File: config.mk
export PLATFORM = sky130hd
export DESIGN_NAME = fifo_reader
export DESIGN_NICKNAME = d
export VERILOG_FILES = /design/src/rtl/fifo_reader.sv
export SDC_FILE = /design/constraint.sdc
export NUM_CORES = 1
export LEC_CHECK = 0
export ABC_AREA = 1
export CORE_ASPECT_RATIO = 0.7
export CORE_MARGIN = 8
export CORE_UTILIZATION = 46
export CTS_CLUSTER_DIAMETER = 120
export CTS_CLUSTER_SIZE = 20
export DETAILED_ROUTE_END_ITERATION = 8
export MAX_ROUTING_LAYER = met4
export PLACE_DENSITY = 0.76
export SETUP_SLACK_MARGIN = 0.2
export SYNTH_ARGS = -nofsm -noshare
export SYNTH_HDL_FRONTEND = slang
export SYNTH_SLANG_ARGS = --single-unit
File: constraint.sdc
create_clock -name clock -period 2.1 [get_ports clock]
set_clock_uncertainty 0.2 [all_clocks]
set_input_delay 0.21 -clock clock [delete_from_list [all_inputs] [get_ports clock]]
set_output_delay 0.21 -clock clock [all_outputs]
set_load 0.05 [all_outputs]
File: src/rtl/fifo_reader.sv
// fifo_reader: drains a read-latency-1 FIFO into a
// valid/ready stream through a 2-entry skid buffer.
module fifo_reader #(
  parameter int DWIDTH = 8,
  parameter int CWIDTH = 16
) (
  input  logic              clock,
  input  logic              rst,
  input  logic              en,
  input  logic              empty,
  input  logic [DWIDTH-1:0] data_out,
  output logic              rd,
  output logic [DWIDTH-1:0] m_data,
  output logic              m_valid,
  input  logic              m_ready,
  output logic [CWIDTH-1:0] beat_count,
  output logic              busy
);

  typedef enum logic [1:0] {
    EMPTY = 2'd0,
    HALF  = 2'd1,
    FULL  = 2'd2
  } state_t;

  state_t              state_q, state_d;
  logic                infl_q, infl_d;
  logic [DWIDTH-1:0]   head_q, head_d;
  logic [DWIDTH-1:0]   tail_q, tail_d;
  logic [CWIDTH-1:0]   beat_q, beat_d;

  logic [1:0]          occ;
  logic [2:0]          level;
  logic                valid_raw;
  logic                pop;
  logic                cap;

  // Occupancy, handshake and read-issue decision.
  always_comb begin
    occ = 2'd0;
    unique case (state_q)
      EMPTY:   occ = 2'd0;
      HALF:    occ = 2'd1;
      FULL:    occ = 2'd2;
      default: occ = 2'd0;
    endcase
    valid_raw = (state_q != EMPTY);
    pop       = valid_raw && m_ready && !rst;
    cap       = infl_q;
    // Words owned after this edge; a new read
    // only fits if at most one slot is claimed.
    level     = {1'b0, occ}
              + {2'b00, infl_q}
              - {2'b00, pop};
    rd        = en && !empty && !rst
              && (level <= 3'd1);
  end

  // Next-state logic for buffer, flag and counter.
  always_comb begin
    state_d = state_q;
    head_d  = head_q;
    tail_d  = tail_q;
    infl_d  = rd;
    beat_d  = beat_q;
    if (pop) begin
      beat_d = beat_q + CWIDTH'(1);
    end
    unique case ({cap, pop})
      2'b10: begin
        unique case (state_q)
          EMPTY: begin
            state_d = HALF;
            head_d  = data_out;
          end
          HALF: begin
            state_d = FULL;
            tail_d  = data_out;
          end
          default: begin
            state_d = state_q;
          end
        endcase
      end
      2'b01: begin
        unique case (state_q)
          HALF: begin
            state_d = EMPTY;
          end
          FULL: begin
            state_d = HALF;
            head_d  = tail_q;
          end
          default: begin
            state_d = state_q;
          end
        endcase
      end
      2'b11: begin
        unique case (state_q)
          HALF: begin
            head_d = data_out;
          end
          FULL: begin
            head_d = tail_q;
            tail_d = data_out;
          end
          default: begin
            state_d = state_q;
          end
        endcase
      end
      default: begin
        state_d = state_q;
      end
    endcase
  end

  // State registers with synchronous reset.
  always_ff @(posedge clock) begin
    if (rst) begin
      state_q <= EMPTY;
      infl_q  <= 1'b0;
      head_q  <= '0;
      tail_q  <= '0;
      beat_q  <= '0;
    end else begin
      state_q <= state_d;
      infl_q  <= infl_d;
      head_q  <= head_d;
      tail_q  <= tail_d;
      beat_q  <= beat_d;
    end
  end

  // Stream outputs, forced quiet while reset is held.
  always_comb begin
    m_valid    = valid_raw && !rst;
    m_data     = rst ? '0 : head_q;
    busy       = (valid_raw || infl_q) && !rst;
    beat_count = beat_q;
  end

endmodule

== After elaboration in Yosys (flattened, before gate mapping) ==
Cells that the tools add are included.
Operators by class
  add/sub/neg operators: 3
  magnitude comparators: 1
  equality and inequality tests: 12
  muxes and demuxes: 12
  reductions and logical operators: 18
Operators by type and width (count)
  two-way mux 8 bit: 5
  one-hot mux 8 bit (2 select lines): 2
  one-hot mux 8 bit (3 select lines): 1
  adder 16 x 1 -> 16 bit (second input constant): 1
  one-hot mux 2 bit (2 select lines): 4
  logical AND 1 bit: 7
  equality test 2 bit (second input constant): 3
  inequality test 2 bit (second input constant): 3
  inequality test 3 x 2 -> 1 bit (second input constant): 2
  AND reduction 3 bit: 2
  nonzero test 2 bit: 3
  equality test 2 x 1 -> 1 bit (second input constant): 2
  AND reduction 4 bit: 1
  adder 2 x 1 -> 3 bit: 1
  less-or-equal comparator 3 x 1 -> 1 bit (second input constant): 1
  inequality test 3 bit (second input constant): 1
  nonzero test 3 bit: 1
  subtractor 3 x 1 -> 3 bit: 1
  zero test 1 bit: 2
  zero test 2 bit: 1
  inequality test 2 x 1 -> 1 bit (second input constant): 1
  logical OR 1 bit: 1
Word-level totals
  bits in registers: 35

== Depth between registers and ports, before layout ==
Gate-level depths: netlist (run 1).
  depth in word-level cells: 6
  gate-level depth with buffers: 13
  mapped depth without buffers: 12

== Least setup slack after synthesis (run 1) ==
No wires, ideal clock.
  path type: register -> output
  start point: register state_q[0]
  end point: output rd
  arrival time: 2.393 ns
  required time: 1.690 ns
  slack: -0.703 ns
  stages on the path, launching flop included: 10
  path buffers: 0
  cells stage by stage: dfxtp_1 > inv_2 > nand2_2 > nand3_4 > ha_1 > ha_1 > inv_1 > fa_1 > nand4_1 > nor2_1
On the way
  longest elaborated chain between the ends: 6
  elaborated cells on any way between the ends: 10
  those cells by class: add/sub (2); order compare (1); eq/ne (2); mux (1); reduce/logical (4)
Ends and longest elaborated chain
  start, declared: RTL line 26  | state_t state_q, state_d;
  start signal, assigned: RTL line 128  | state_q <= state_d;
  equality test 2 bit (tied with other cells): RTL line 41  | unique case (state_q)
  one-hot mux 2 bit (2 select lines) or logical AND 1 bit (tied branches): RTL line 41, 48
  adder 2 x 1 -> 3 bit or logical AND 1 bit (tied branches): RTL line 53, 48
  subtractor 3 x 1 -> 3 bit (*): RTL line 54  | - {2'b00, pop};
  less-or-equal comparator 3 x 1 -> 1 bit (*): RTL line 56  | && (level <= 3'd1);
  logical AND 1 bit (*): RTL line 56
  end, declared: RTL line 12  | output logic rd,
Every way passes the cells marked *; elsewhere a longest branch is shown, timed or not.

== Worst setup path after layout (run 1) ==
Same ends and word-level chain as after synthesis.

==> results of run 1 <==
-- flip-flops by register name (all words and copies together) (netlist names) --
register and count:
beat_count 16, head_q 8, tail_q 8, state_q 2
cap 1
-- metrics by stage --
| stage | setup TNS [ns] | area (um2) | power (W) | cells | utilization |
|---|---|---|---|---|---|
| 3_3_place_gp | -5.01 | 2630 | 0.000996 | 400 | 0.667 |
| 6_report | -0.640 | 2920 | 0.00153 | 415 | 0.740 |
| 5_1_grt | -0.859 | 2920 | 0.00159 | 415 | 0.740 |
| 3_5_place_dp | -6.38 | 2630 | 0.00100 | 400 | 0.667 |
| 4_1_cts | -0.516 | 2770 | 0.00148 | 411 | 0.703 |
| 2_1_floorplan | -0.324 | 1940 | 0.000869 | 295 | - |
-- cells by family after synthesis --
kind of cell    count (synthesis)  share of synthesized area
compound gates                 34                     0.0929
buf+inv                        51                      0.106
fa+ha+maj                       8                     0.0567
flops                          35                      0.369
xor+xnor                        2                    0.00922
simple gates                  165                      0.366
-- cell usage in the layout, fill, tap and decap left out, types with 2 or more instances in the layout --
cell type        netlist  routed
a21oi_1               12      11
buf_12                 0      12
buf_4                  0      19
buf_6                  1       5
clkbuf_1               2       2
clkbuf_8               0       5
clkdlybuf4s50_1        0      12
dfxtp_1               35      33
dfxtp_2                0       2
dlygate4sd2_1          0      12
dlymetal6s2s_1         0       4
ha_1                   7       2
ha_4                   0       5
inv_1                 40      37
inv_2                  5       5
inv_4                  0       2
nand2_1               70      65
nand2_2                1       5
nand2_4                0       2
nand3_1               10      10
nand4_1                4       4
nor2_1                65      59
nor2_2                 4       9
nor2_4                 1       2
nor3_1                 6       6
o21ai_0               15       2
o21ai_1                5      11
o21ai_2                0       6
xnor2_1                2       2
-- cell type report --
| cell class | instances | share of cell area |
|---|---|---|
| clock inverters | 1 | 0.00171 |
| multi-input cells | 210 | 0.395 |
| flip-flops and latches | 35 | 0.241 |
| clock buffers | 7 | 0.0261 |
| well taps | 52 | 0.0223 |
| repair buffers | 65 | 0.253 |
| inverters | 45 | 0.0612 |
-- routing by layer --
metal / part of all wire / vias up
li1: - / 1039
met1: 0.46 / 929
met2: 0.47 / 52
met3: 0.052 / 7
met4: 0.015 / 0
met5: 0 / -
-- worst max-delay path: cells and delay by family (launching register included) --
| kind | cells | cell delay, ns |
|---|---|---|
| DFF | 1 | 0.33 |
| and+or+nand+nor | 4 | 0.54 |
| adders and majority gates | 3 | 0.92 |
| buffers and inverters | 3 | 0.22 |
-- worst paths after layout --
check	slack, ns	cells past startpoint	start	end
worst max-delay path	-0.61	10	state_q[0]	rd
worst min-delay path	0.20	4	m_ready	beat_count[1]
worst max register to register	-0.03	9	state_q[0]	cap
worst min register to register	0.29	2	tail_q[4]	tail_q[4]
-- power groups by stage --
stage	Clock, W	Sequential, W	Combinational (W)
finish	0.000490	0.000693	0.000343
global route	0.000526	0.000695	0.000370
CTS	0.000481	0.000693	0.000307
detailed placement	0	0.000708	0.000294
global placement	0	0.000707	0.000289
floorplan	0	0.000711	0.000157
-- repair_timing --
item                                    4_1_cts  5_1_grt
gates cloned                                  1        1
endpoints found under the setup margin       29       23
pin swaps                                     9       15
setup buffers                                 2        3
resized for setup                            30       38
==> qor.txt, run 1 <==
Status = finished, violations left
Failing checks = setup timing
Max Fanout on Critical Path = 3
Initial DRC Count = 94
Startpoint types = flip-flop
Port buffer count = 39
Worst hold slack = 0.201 ns
DR WL/cell = 13.5 um
Routability-driven placement congestion ratio = 0.814
Max-cap violations = 0
Worst-path cell chain = inv_2 > nand2_4 > nand3_4 > ha_4 > ha_4 > inv_2 > fa_1 > nand4_1 > nor2_4 > buf_12
Wirelength, routed = 5620 um
Worst setup path class = flip-flop to output pin
Chip height = 69.8 um
Mapped Nets = 316
Clock power share = 0.321
Req. time, crit path = 1.69 ns
H-tree level count = 2
Initial Utilization = 0.481
Combinational share of power = 0.225
Pre-CTS WS = -0.543 ns
Yosys top cell by area = dfxtp_1
Commonest cells in the netlist = 70 x nand2_1, 65 x nor2_1, 40 x inv_1
RSZ-0062 raised after global routing = yes
Synth Flop Type = dfxtp_1
Via count = 2027
Grt met2 use = 0.268
Synth top area cells = dfxtp_1 37%, nand2_1 14%, nor2_1 13%
Number of synthesized flops with an enable pin = 0
Pwr Density = 522 nW/um2
#FFs+latches synth = 35
Maximum root-to-sink buffer count = 2
Net switching power = 0.000453 W
Final Setup Violations = 2
Met1 usage = 0.204
Die Span X = 92.8 um
Switch share = 0.297
Ant. Diodes = 0
Vias in the first global route = 1920
Root Buffer = clkbuf_8
Top-area cell type share of the netlist area = 0.369
Critical Path Slowest Stage Cell = fa_1
Clk slew on worst S/H paths = 0.07 ns
Die area = 6470 um2
Syn Inst Count = 295
IO Count = 40
Max incr delay on CP = 0.48 ns
First-pass GRT wire length = 8760 um
# DRC = 0
Final worst slack = -0.611 ns
CORE AREA = 3950 um2
Via/cell ratio = 4.88
Hold_buf cts = 0
Clock sink count = 35
Drt first pass iters = 4
Critical path arrival = 2.30 ns
Worst skew pair latency = 0.30 ns
Synth-to-layout area growth = 53.8%
TritonCTS clock tree = built
Busiest layer in global routing = met2
Multi-input logic area = 1150 um2
Synth warnings = 0
Part of the power in registers = 0.454
FP Rows = 19
ANT nets after route = 0
Seq/Total Area, Yosys = 0.369
Max Fclk = 369 MHz
Congestion Overflow GR = 0
Nets = 383
Endpoints failing hold = 0
Worst min-delay path class = input port to flip-flop
Detailed Place HPWL = 3600 um
Reg area = 703 um2
Avg Inst Size Synth = 6.44 um2
Count leader, synth = nand2_1
Fillcell total = 316
Period utilisation layout = 1.29
Slew margin rel. = 0.616
Post-Syn Area = 1900 um2
Final min period = 2.71 ns
Ys async rst share = 0
Share of cells above drive strength 1 = 0.240
Unique cell type count in the Yosys netlist = 27
Slew @ Worst Pin = 0.572 ns
Slew Viols, Final = 0
Grt met3 use = 0.0551
Largest net degree at the start of global routing = 30
Kind of end point of the critical path = output pin
Internal Power = 0.00107 W
CTS buffer count = 5
Leakage = 1.35 nW
Initial antenna violation count = 0
Total Routing Usage GR = 0.170
Worst vdd rail ir drop = 0.000352 V
No activity file was read; power rests on OpenSTA's default activity.
==> inputs of run 2 (changes only) <==
Settings changed: CORE_MARGIN 8 to default.
==> run 2 against run 1 <==
Sequential power hardly changed. The run still ends with setup timing left. Hold slack better by 0.087 ns. Register-to-register slack better by 0.06 ns. Critical endpoint unchanged. Sequential share of layout area hardly changed. Combinational power is 4% lower. Largest cell class unchanged. Fmax is 2.4% higher. Non-clock buffer count is 3 higher. Die area is 32% lower.
==> qor.txt, run 2 (synthesis results as in run 1) <==
Met3 Routed Length = 180 um
CORE AREA = 3950 um2
# DRC = 0
Detailed Place HPWL = 3080 um
Congestion Overflow GR = 0
Req. time, crit path = 1.69 ns
Routability-driven placement congestion ratio = 0.786
Endpoints failing hold = 0
Via/cell ratio = 4.77
Worst min-delay path class = flip-flop to flip-flop
Initial antenna violation count = 0
Final min period = 2.65 ns
Initial Utilization = 0.481
Max incr delay on CP = 0.48 ns
Kind of end point of the critical path = output pin
Commonest non-fill, non-tap cell in the layout = nand2_1
H-tree level count = 2
Top Layer Used = met4
Startpoint types = flip-flop
Total Routing Usage GR = 0.226
Slew Viols, Final = 0
Max-cap violations = 0
Via count = 1995
Period utilisation layout = 1.26
DR WL/cell = 10.8 um
Drt first pass iters = 4
Worst hold slack = 0.287 ns
Fillcell total = 322
Leakage = 1.35 nW
Clock power share = 0.342
Die Span X = 78.8 um
Most frequent cells in the layout = 67 x nand2_1, 62 x nor2_1, 37 x inv_1
Initial DRC Count = 67
Maximum root-to-sink buffer count = 2
Number of flip-flops in the largest register = 16
Port buffer count = 39
Multi-input logic area = 1140 um2
Setup tns final = -0.548 ns
Worst setup path class = flip-flop to output pin
Nets = 386
Critical path arrival = 2.24 ns
Status = finished, violations left
Pwr Density = 532 nW/um2
Worst vdd rail ir drop = 0.000365 V
Reg area = 703 um2
Worst-path cell chain = inv_2 > nand2_4 > nand3_4 > ha_4 > ha_4 > inv_2 > fa_1 > nand4_1 > nor2_4 > buf_12
Final Setup Violations = 1
CTS buffer count = 5
Clock sink count = 35
Clk slew on worst S/H paths = 0.07 ns
FP Rows = 19
Routed wl met2 = 2150 um
Wirelength, routed = 4530 um
Final worst slack = -0.548 ns
Combinational share of power = 0.211
Synth-to-layout area growth = 53.8%
Ant. Diodes = 0
Chip height = 55.8 um
TritonCTS clock tree = built
Share of cells above drive strength 1 = 0.224
Net switching power = 0.000415 W
Root Buffer = clkbuf_8
IO Count = 40
Largest net degree at the start of global routing = 30
Vias in the first global route = 1813
Internal Power = 0.00114 W
Switch share = 0.267
Worst skew pair latency = 0.29 ns
Slew @ Worst Pin = 0.576 ns
RSZ-0062 raised after global routing = yes
ANT nets after route = 0
Max Fclk = 378 MHz
WL met1 = 2170 um
Part of the power in registers = 0.446
Failing checks = setup timing
Die area = 4390 um2
Slew margin rel. = 0.613
Max Fanout on Critical Path = 3
Critical Path Slowest Stage Cell = fa_1
First-pass GRT wire length = 7630 um
-- run 2: stage by stage --
| step | util | cell area, um2 | total power, W | setup WS [ns] | cells |
|---|---|---|---|---|---|
| floorplan | - | 1940 | 0.000869 | -0.324 | 295 |
| global placement | 0.669 | 2640 | 0.000998 | -0.513 | 401 |
| detailed placement | 0.669 | 2640 | 0.00100 | -0.546 | 401 |
| CTS | 0.714 | 2820 | 0.00154 | -0.520 | 414 |
| global route | 0.740 | 2920 | 0.00163 | -0.626 | 418 |
| finish | 0.740 | 2920 | 0.00155 | -0.548 | 418 |
-- run 2: power groups by stage --
| stage | clock network, W | registers, W | logic (W) |
|---|---|---|---|
| final | 0.000532 | 0.000693 | 0.000328 |
| after detailed placement | 0 | 0.000708 | 0.000293 |
| after CTS | 0.000540 | 0.000693 | 0.000308 |
| after global placement | 0 | 0.000707 | 0.000290 |
| after global routing | 0.000579 | 0.000694 | 0.000356 |
| after floorplan | 0 | 0.000711 | 0.000157 |
-- run 2: timing repair --
item	CTS	global route
pin swaps	7	7
hold buffers	0	0
gates cloned	1	0
buffers inserted	4	4
setup endpoints to repair	28	24
gates resized for setup	22	29
endpoints found under the hold margin	0	0
-- run 2: path summary, 6_finish.rpt --
path         depth (start not counted)         to  startpoint  slack [ns]
max                                 10         rd  state_q[0]       -0.55
min                                  2  tail_q[4]   tail_q[4]        0.29
max reg2reg                          9        cap  state_q[0]        0.03
min reg2reg                          2  tail_q[4]   tail_q[4]        0.29
-- run 2: layer usage --
metal  global-route usage  up-vias
met5                    -        -
met4               0.0476        0
met3               0.0541        6
met2                0.365       39
met1                0.287      898
li1                     -     1052
-- run 2: final cells by class --
type	count	area share
well taps	52	0.0223
flip-flops and latches	35	0.241
clock buffers	8	0.0343
inverters	45	0.0596
repair buffers	68	0.254
multi-input cells	210	0.389
-- run 2: critical path: cells and delay by family (launching register included) --
kind	cells	cell delay, ns
adders and majority gates	3	0.91
and+or+nand+nor	4	0.48
buffers and inverters	3	0.22
DFF	1	0.34
